## config.mk

```make
export PLATFORM = sky130hd
export DESIGN_NAME = seq_shift_add_multiplier_flat
export DESIGN_NICKNAME = d
export VERILOG_FILES = /design/src/rtl/seq_shift_add_multiplier_if.sv /design/src/rtl/seq_shift_add_multiplier.sv /design/src/flat_wrapper.sv
export SDC_FILE = /design/constraint.sdc
export NUM_CORES = 1
export LEC_CHECK = 0
export CORE_ASPECT_RATIO = 0.5
export CORE_MARGIN = 2
export CORE_UTILIZATION = 35
export DETAILED_ROUTE_END_ITERATION = 10
export PLACE_DENSITY = 0.52
export SYNTH_ARGS = -nofsm -noshare
export SYNTH_HDL_FRONTEND = slang
export SYNTH_SLANG_ARGS = --single-unit
```

## constraint.sdc

```tcl
create_clock -name clk -period 10.9 [get_ports clk]
set_input_delay 2.725 -clock clk [delete_from_list [all_inputs] [get_ports clk]]
set_output_delay 2.725 -clock clk [all_outputs]
set_load 0.02 [all_outputs]
```

## src/rtl/seq_shift_add_multiplier_if.sv

```systemverilog
// rtl/seq_shift_add_multiplier_if.sv - start/ready/done handshake and operand/product bundle for the shift-add multiplier
interface seq_shift_add_multiplier_if #(
    parameter int WIDTH = 64
);
    logic                   start;
    logic                   signed_mode;
    logic [WIDTH-1:0]       a;
    logic [WIDTH-1:0]       b;
    logic                   in_ready;
    logic                   busy;
    logic                   done;
    logic [2*WIDTH-1:0]     product;

    modport master (
        output start, signed_mode, a, b,
        input  in_ready, busy, done, product
    );

    modport slave (
        input  start, signed_mode, a, b,
        output in_ready, busy, done, product
    );
endinterface

```

## src/rtl/seq_shift_add_multiplier.sv

```systemverilog
// rtl/seq_shift_add_multiplier.sv - iterative signed/unsigned shift-add multiplier, one multiplier bit per clock
// Optional early termination on zero remaining multiplier bits: define SEQ_MULT_EARLY_TERM_EN.
module seq_shift_add_multiplier #(
    parameter  int WIDTH = 64,
    localparam int CNT_W = $clog2(WIDTH + 1)
) (
    input  logic                     clk,
    input  logic                     rst,
    seq_shift_add_multiplier_if.slave io
);
    localparam int PW = 2 * WIDTH;

    typedef enum logic [1:0] {
        S_IDLE,
        S_RUN,
        S_FINISH
    } state_t;

    state_t             state_q, state_d;
    logic               sign_q, sign_d;
    logic [WIDTH-1:0]   mreg_q, mreg_d;
    logic [PW-1:0]      acc_b_q, acc_b_d;
    logic [PW-1:0]      acc_q, acc_d;
    logic [CNT_W-1:0]   cnt_q, cnt_d;
    logic [PW-1:0]      product_q, product_d;
    logic               done_q, done_d;
    logic               in_ready_q, in_ready_d;
    logic               busy_q, busy_d;

    logic [WIDTH-1:0]   mag_a;
    logic [WIDTH-1:0]   mag_b;

    // Magnitudes are taken as unsigned WIDTH-bit values so -2^(W-1) maps exactly to 2^(W-1).
    always_comb begin
        mag_a = (io.signed_mode && io.a[WIDTH-1]) ? -io.a : io.a;
        mag_b = (io.signed_mode && io.b[WIDTH-1]) ? -io.b : io.b;
    end

    always_comb begin
        state_d   = state_q;
        sign_d    = sign_q;
        mreg_d    = mreg_q;
        acc_b_d   = acc_b_q;
        acc_d     = acc_q;
        cnt_d     = cnt_q;
        product_d = product_q;
        done_d    = 1'b0;

        case (state_q)
            S_IDLE: begin
                if (io.start) begin
                    sign_d    = io.signed_mode & (io.a[WIDTH-1] ^ io.b[WIDTH-1]);
                    mreg_d    = mag_a;
                    acc_b_d   = {{WIDTH{1'b0}}, mag_b};
                    acc_d     = '0;
                    product_d = '0;
                    cnt_d     = CNT_W'(WIDTH);
                    state_d   = S_RUN;
                end
            end
            S_RUN: begin
                acc_d   = mreg_q[0] ? (acc_q + acc_b_q) : acc_q;
                mreg_d  = mreg_q >> 1;
                acc_b_d = acc_b_q << 1;
                cnt_d   = cnt_q - CNT_W'(1);
                if (cnt_q == CNT_W'(1)) begin
                    state_d = S_FINISH;
                end
`ifdef SEQ_MULT_EARLY_TERM_EN
                // Remaining multiplier bits are all zero, so no further additions can occur.
                if (mreg_d == '0) begin
                    state_d = S_FINISH;
                end
`endif
            end
            S_FINISH: begin
                product_d = sign_q ? -acc_q : acc_q;
                done_d    = 1'b1;
                state_d   = S_IDLE;
            end
            default: begin
                state_d = S_IDLE;
            end
        endcase

        in_ready_d = (state_d == S_IDLE);
        busy_d     = !in_ready_d;
    end

    always_ff @(posedge clk) begin
        if (rst) begin
            state_q    <= S_IDLE;
            sign_q     <= 1'b0;
            mreg_q     <= '0;
            acc_b_q    <= '0;
            acc_q      <= '0;
            cnt_q      <= '0;
            product_q  <= '0;
            done_q     <= 1'b0;
            in_ready_q <= 1'b1;
            busy_q     <= 1'b0;
        end else begin
            state_q    <= state_d;
            sign_q     <= sign_d;
            mreg_q     <= mreg_d;
            acc_b_q    <= acc_b_d;
            acc_q      <= acc_d;
            cnt_q      <= cnt_d;
            product_q  <= product_d;
            done_q     <= done_d;
            in_ready_q <= in_ready_d;
            busy_q     <= busy_d;
        end
    end

    assign io.in_ready = in_ready_q;
    assign io.busy     = busy_q;
    assign io.done     = done_q;
    assign io.product  = product_q;
endmodule

```

## src/flat_wrapper.sv

```systemverilog
// flat-port wrapper written by rule: the top's interface ports become plain ports
module seq_shift_add_multiplier_flat 
#(
    parameter  int WIDTH = 64,
    localparam int CNT_W = $clog2(WIDTH + 1)
)
  (clk, rst, io_start, io_signed_mode, io_a, io_b, io_in_ready, io_busy, io_done, io_product);
  seq_shift_add_multiplier_if #(.WIDTH(WIDTH)) io_i ();
  input  logic clk;
  input  logic rst;
  input wire logic [$bits(io_i.start)-1:0] io_start;
  input wire logic [$bits(io_i.signed_mode)-1:0] io_signed_mode;
  input wire logic [$bits(io_i.a)-1:0] io_a;
  input wire logic [$bits(io_i.b)-1:0] io_b;
  output wire logic [$bits(io_i.in_ready)-1:0] io_in_ready;
  output wire logic [$bits(io_i.busy)-1:0] io_busy;
  output wire logic [$bits(io_i.done)-1:0] io_done;
  output wire logic [$bits(io_i.product)-1:0] io_product;
  assign io_i.start = io_start;
  assign io_i.signed_mode = io_signed_mode;
  assign io_i.a = io_a;
  assign io_i.b = io_b;
  assign io_in_ready = io_i.in_ready;
  assign io_busy = io_i.busy;
  assign io_done = io_i.done;
  assign io_product = io_i.product;
  seq_shift_add_multiplier #(.WIDTH(WIDTH)) u_core (.clk(clk), .rst(rst), .io(io_i));
endmodule
```

==> impl_metrics.prom <==
# TYPE chip_impl_metric gauge
chip_impl_info{name="run_status",value="completed"} 1
chip_impl_metric{name="max_cap_viol_count",unit=""} 0
chip_impl_metric{name="final-hold-violation-count",unit=""} 0
chip_impl_metric{name="numClockSinks",unit=""} 461
chip_impl_metric{name="route.met2.wl",unit="mm"} 54.9
chip_impl_metric{name="number_of_instances_resized_during_post_cts_repair",unit=""} 0
chip_impl_info{name="setup_repair_after_global_routing_missed_its_margin",value="false"} 1
chip_impl_metric{name="first_global_vias",unit=""} 28983
chip_impl_metric{name="total_grt_usage",unit="%"} 25.4
chip_impl_metric{name="detailroute.via_count",unit=""} 30556
chip_impl_metric{name="final.fill_count",unit=""} 9094
chip_impl_metric{name="drt-met1-wl",unit="mm"} 53.3
chip_impl_metric{name="fp.dieArea",unit="um2"} 89100
chip_impl_info{name="clk_root_buffer_cell",value="sky130_fd_sc_hd__clkbuf_16"} 1
chip_impl_metric{name="postPlaceCellArea",unit="um2"} 33700
chip_impl_metric{name="grt_pass1_wl",unit="mm"} 177
chip_impl_metric{name="critical_path_arrival",unit="ps"} 6480
chip_impl_metric{name="die_height",unit="um"} 212
chip_impl_metric{name="floorplan.io_pins",unit=""} 263
chip_impl_info{name="worstHoldEndpoint",value="u_core.io.product[125]$_SDFFE_PP0P_"} 1
chip_impl_metric{name="worst-path-max-fanout",unit=""} 6
chip_impl_metric{name="synth-seq-area-share",unit="%"} 30.4
chip_impl_info{name="worst_r2r_startpoint",value="u_core.acc_q[10]$_SDFFE_PP0P_"} 1
chip_impl_metric{name="syn_inst",unit=""} 4100
chip_impl_metric{name="post_synth_net_total",unit=""} 4365
chip_impl_metric{name="cell_area_after_synthesis",unit="um2"} 30300
chip_impl_metric{name="count_of_cell_types_in_the_netlist",unit=""} 71
chip_impl_metric{name="setup_viol_count_final",unit=""} 0
chip_impl_metric{name="ys_async_sr_fraction",unit="%"} 0
chip_impl_metric{name="grt.overflow.total",unit=""} 0
chip_impl_metric{name="postCtsSetupRepairBufs",unit=""} 0
chip_impl_metric{name="synth-warning-count",unit=""} 0
chip_impl_metric{name="drt-wirelength-per-cell",unit="um"} 21.8
chip_impl_info{name="cts_tree",value="done"} 1
chip_impl_metric{name="core.rowCount",unit=""} 76
chip_impl_metric{name="cts.htree.levels",unit=""} 2
chip_impl_metric{name="route.met3.wl",unit="mm"} 5.26
chip_impl_metric{name="crit_path_max_incr_delay",unit="ps"} 670
chip_impl_metric{name="antenna_violations_before_repair",unit=""} 3
chip_impl_info{name="mostFrequentLayoutCells",value="604 x sky130_fd_sc_hd__nand2_1, 481 x sky130_fd_sc_hd__a21oi_1, 460 x sky130_fd_sc_hd__dfxtp_1, 317 x sky130_fd_sc_hd__o21ai_0, 308 x sky130_fd_sc_hd__nor2_1"} 1
chip_impl_info{name="r2r-end",value="u_core.acc_q[115]$_SDFFE_PP0P_"} 1
chip_impl_metric{name="hold_path_depth",unit=""} 2
chip_impl_metric{name="skew",unit="ps"} 31.1
chip_impl_metric{name="vdd_ir_drop_max",unit="mV"} 0.0997
chip_impl_metric{name="finalWorstSetupSlack",unit="ps"} 4980
chip_impl_metric{name="final_layout_size_suffix_gt1_share",unit="%"} 3.93
chip_impl_metric{name="cts_hold_buffers",unit=""} 0
chip_impl_info{name="critical_path_startpoint_category",value="primary input"} 1
chip_impl_metric{name="wirelength",unit="mm"} 117
chip_impl_metric{name="layout.nets",unit=""} 4445
chip_impl_metric{name="numCtsBuffers",unit=""} 49
chip_impl_metric{name="syn-mean-instance-area",unit="um2"} 7.39
chip_impl_metric{name="report.power.total",unit="mW"} 4.17
chip_impl_info{name="mostFrequentLayoutCell",value="sky130_fd_sc_hd__nand2_1"} 1
chip_impl_info{name="timing.critical_path.slowest_stage_cell",value="sky130_fd_sc_hd__or4_1"} 1
chip_impl_metric{name="floorplan.initialDensity",unit="%"} 35.3
chip_impl_metric{name="setup-tns-final",unit="ps"} 0
chip_impl_info{name="worstPathCellList",value="clkdlybuf4s50_1 > or4_1 > nor4_1 > nand4_1 > nor2_1 > and2_0 > and3_1 > or3b_2 > a21oi_1 > a211oi_1 > nor3_1"} 1
chip_impl_metric{name="clk-insertion-delay-late",unit="ps"} 630
chip_impl_metric{name="slew-limit-headroom",unit="%"} 18.4
chip_impl_metric{name="vias_per_cell",unit=""} 5.67
chip_impl_metric{name="coreArea",unit="um2"} 86000
chip_impl_metric{name="multi_input_comb_area",unit="um2"} 19900
chip_impl_metric{name="worstPathRequired",unit="ps"} 11450
chip_impl_info{name="highest_routing_layer_actually_used",value="met5"} 1
chip_impl_metric{name="post-route-drc-count",unit=""} 0
chip_impl_metric{name="ys_ff_latch",unit=""} 461
chip_impl_metric{name="gp_congestion",unit=""} 0.941
chip_impl_metric{name="r2r_slack",unit="ps"} 5670
chip_impl_metric{name="drtIter0Drc",unit=""} 2468
chip_impl_metric{name="regArea",unit="um2"} 9230
chip_impl_metric{name="path_clk_slew",unit="ps"} 60
chip_impl_info{name="hold_path_class",value="reg -> reg"} 1
chip_impl_metric{name="p_leak",unit="nW"} 13.2
chip_impl_info{name="critPathKind",value="in -> reg"} 1
chip_impl_metric{name="max_freq",unit="MHz"} 169
chip_impl_metric{name="grt_start_max_net_pins",unit=""} 96
chip_impl_metric{name="postRouteAntennaNets",unit=""} 0
chip_impl_metric{name="place_hpwl",unit="mm"} 89.7
chip_impl_metric{name="io_buffer_count",unit=""} 262
chip_impl_metric{name="powerDensity",unit="nW/um2"} 118
chip_impl_metric{name="stdcell_area",unit="um2"} 35400
chip_impl_info{name="ys.flop_type",value="sky130_fd_sc_hd__dfxtp_1"} 1
chip_impl_metric{name="worst-slew-pin-transition",unit="ps"} 1210
chip_impl_metric{name="drt_pre_antenna_iters",unit=""} 6
chip_impl_metric{name="rr_worst_depth",unit=""} 12
chip_impl_info{name="worstHoldStart",value="u_core.io.product[125]$_SDFFE_PP0P_"} 1
chip_impl_metric{name="timing.final.max_slew_violations",unit=""} 0
chip_impl_metric{name="synth_enable_flop_cells",unit=""} 0
chip_impl_metric{name="areaGrowthSynthToFinish",unit="%"} 16.8
chip_impl_metric{name="placement.setup.worst_slack",unit="ps"} 4410
chip_impl_metric{name="fp.dieW",unit="um"} 420
chip_impl_info{name="worstSetupEndpointType",value="flop"} 1
chip_impl_metric{name="final.min_clock_period",unit="ps"} 5920
chip_impl_metric{name="finalCritPeriodShare",unit="%"} 54.4
chip_impl_metric{name="cts-root-to-sink-buffers",unit=""} 3
## cell families after synthesis
kind of cell	count (synthesis)	share of synthesized area, %
mux	5	0.165
fa+ha+maj	133	5.51
simple gates	1452	21.9
flops	461	30.4
buf+inv	335	4.20
compound gates	1354	27.4
xor+xnor	360	10.4
## synthesized netlist by cell type, drive strengths merged (40+ instances only)
library cell	number	area [um2]
nand3	136	681
or3	47	294
nand4	88	551
a22oi	169	1270
nand2	606	2280
ha	132	1650
clkbuf	230	863
nor3	80	412
dfxtp	461	9230
a21oi	483	2420
xnor2	180	1580
nor4	40	250
nor2	309	1160
o31ai	51	383
inv	73	274
o21bai	42	315
xor2	180	1580
o21ai	322	1610
a21o	62	465
## flip-flops by register name, summed over array words and instances, names as in the netlist
| register | cells |
|---|---|
| u_core.state_q | 2 |
| u_core.io.busy | 1 |
| u_core.acc_b_q | 128 |
| u_core.mreg_q | 64 |
| u_core.io.done | 1 |
| u_core.io.in_ready | 1 |
| u_core.io.product | 128 |
| u_core.cnt_q | 7 |
| u_core.sign_q | 1 |
| u_core.acc_q | 128 |
## cell type report
type / instances / share of cell area, %
Antenna cell: 1 / 0.00707
Clock buffer: 64 / 3.94
Clock inverter: 26 / 0.908
Inverter: 73 / 0.774
Multi-Input combinational cell: 3304 / 56.1
Sequential cell: 461 / 26.1
Tap cell: 1170 / 4.13
Timing Repair Buffer: 291 / 8.03
## worst max-delay path by stage
stage | slack, ps | end | start
3_5_place_dp | 4410 | u_core.acc_b_q[63]$_SDFFE_PP0P_ | io_b[3]
5_1_grt | 4720 | u_core.acc_b_q[63]$_SDFFE_PP0P_ | io_b[3]
2_1_floorplan | 5440 | u_core.mreg_q[53]$_SDFFE_PP0P_ | io_a[15]
3_3_place_gp | 4500 | u_core.acc_b_q[63]$_SDFFE_PP0P_ | io_b[3]
4_1_cts | 5070 | u_core.acc_b_q[63]$_SDFFE_PP0P_ | io_b[3]
6_report | 4980 | u_core.acc_b_q[63]$_SDFFE_PP0P_ | io_b[3]
## power breakdown
part | leakage, nW | total (mW) | internal, mW | switching, mW
Combinational | 8.64 | 0.561 | 0.193 | 0.368
Clock | 0.825 | 1.82 | 1.03 | 0.793
Sequential | 3.74 | 1.78 | 1.73 | 0.0515
Total | 13.2 | 4.17 | 2.96 | 1.21
## critical path, delay by kind of cell
family,cells,cell delay [ps]
buffers and inverters,1,470
AO/OA/AOI/OAI,2,270
AND/OR/NAND/NOR,8,3020
## per-layer routing
metal  global-route usage [%]  vias to the layer above
li1                         -                    14987
met1                     34.1                    14686
met2                     42.5                      712
met3                     3.20                      169
met4                     8.12                        2
met5                        0                        -
## stage by stage
step,std cells,util (%),hold slack (ps)
final,5390,41.2,454
after detailed placement,5299,39.2,442
after floorplan,4100,-,432
after global routing,5390,41.2,482
after CTS,5389,41.2,457
after global placement,5299,39.2,436
Note: power is estimated with default switching activity, not from simulation.
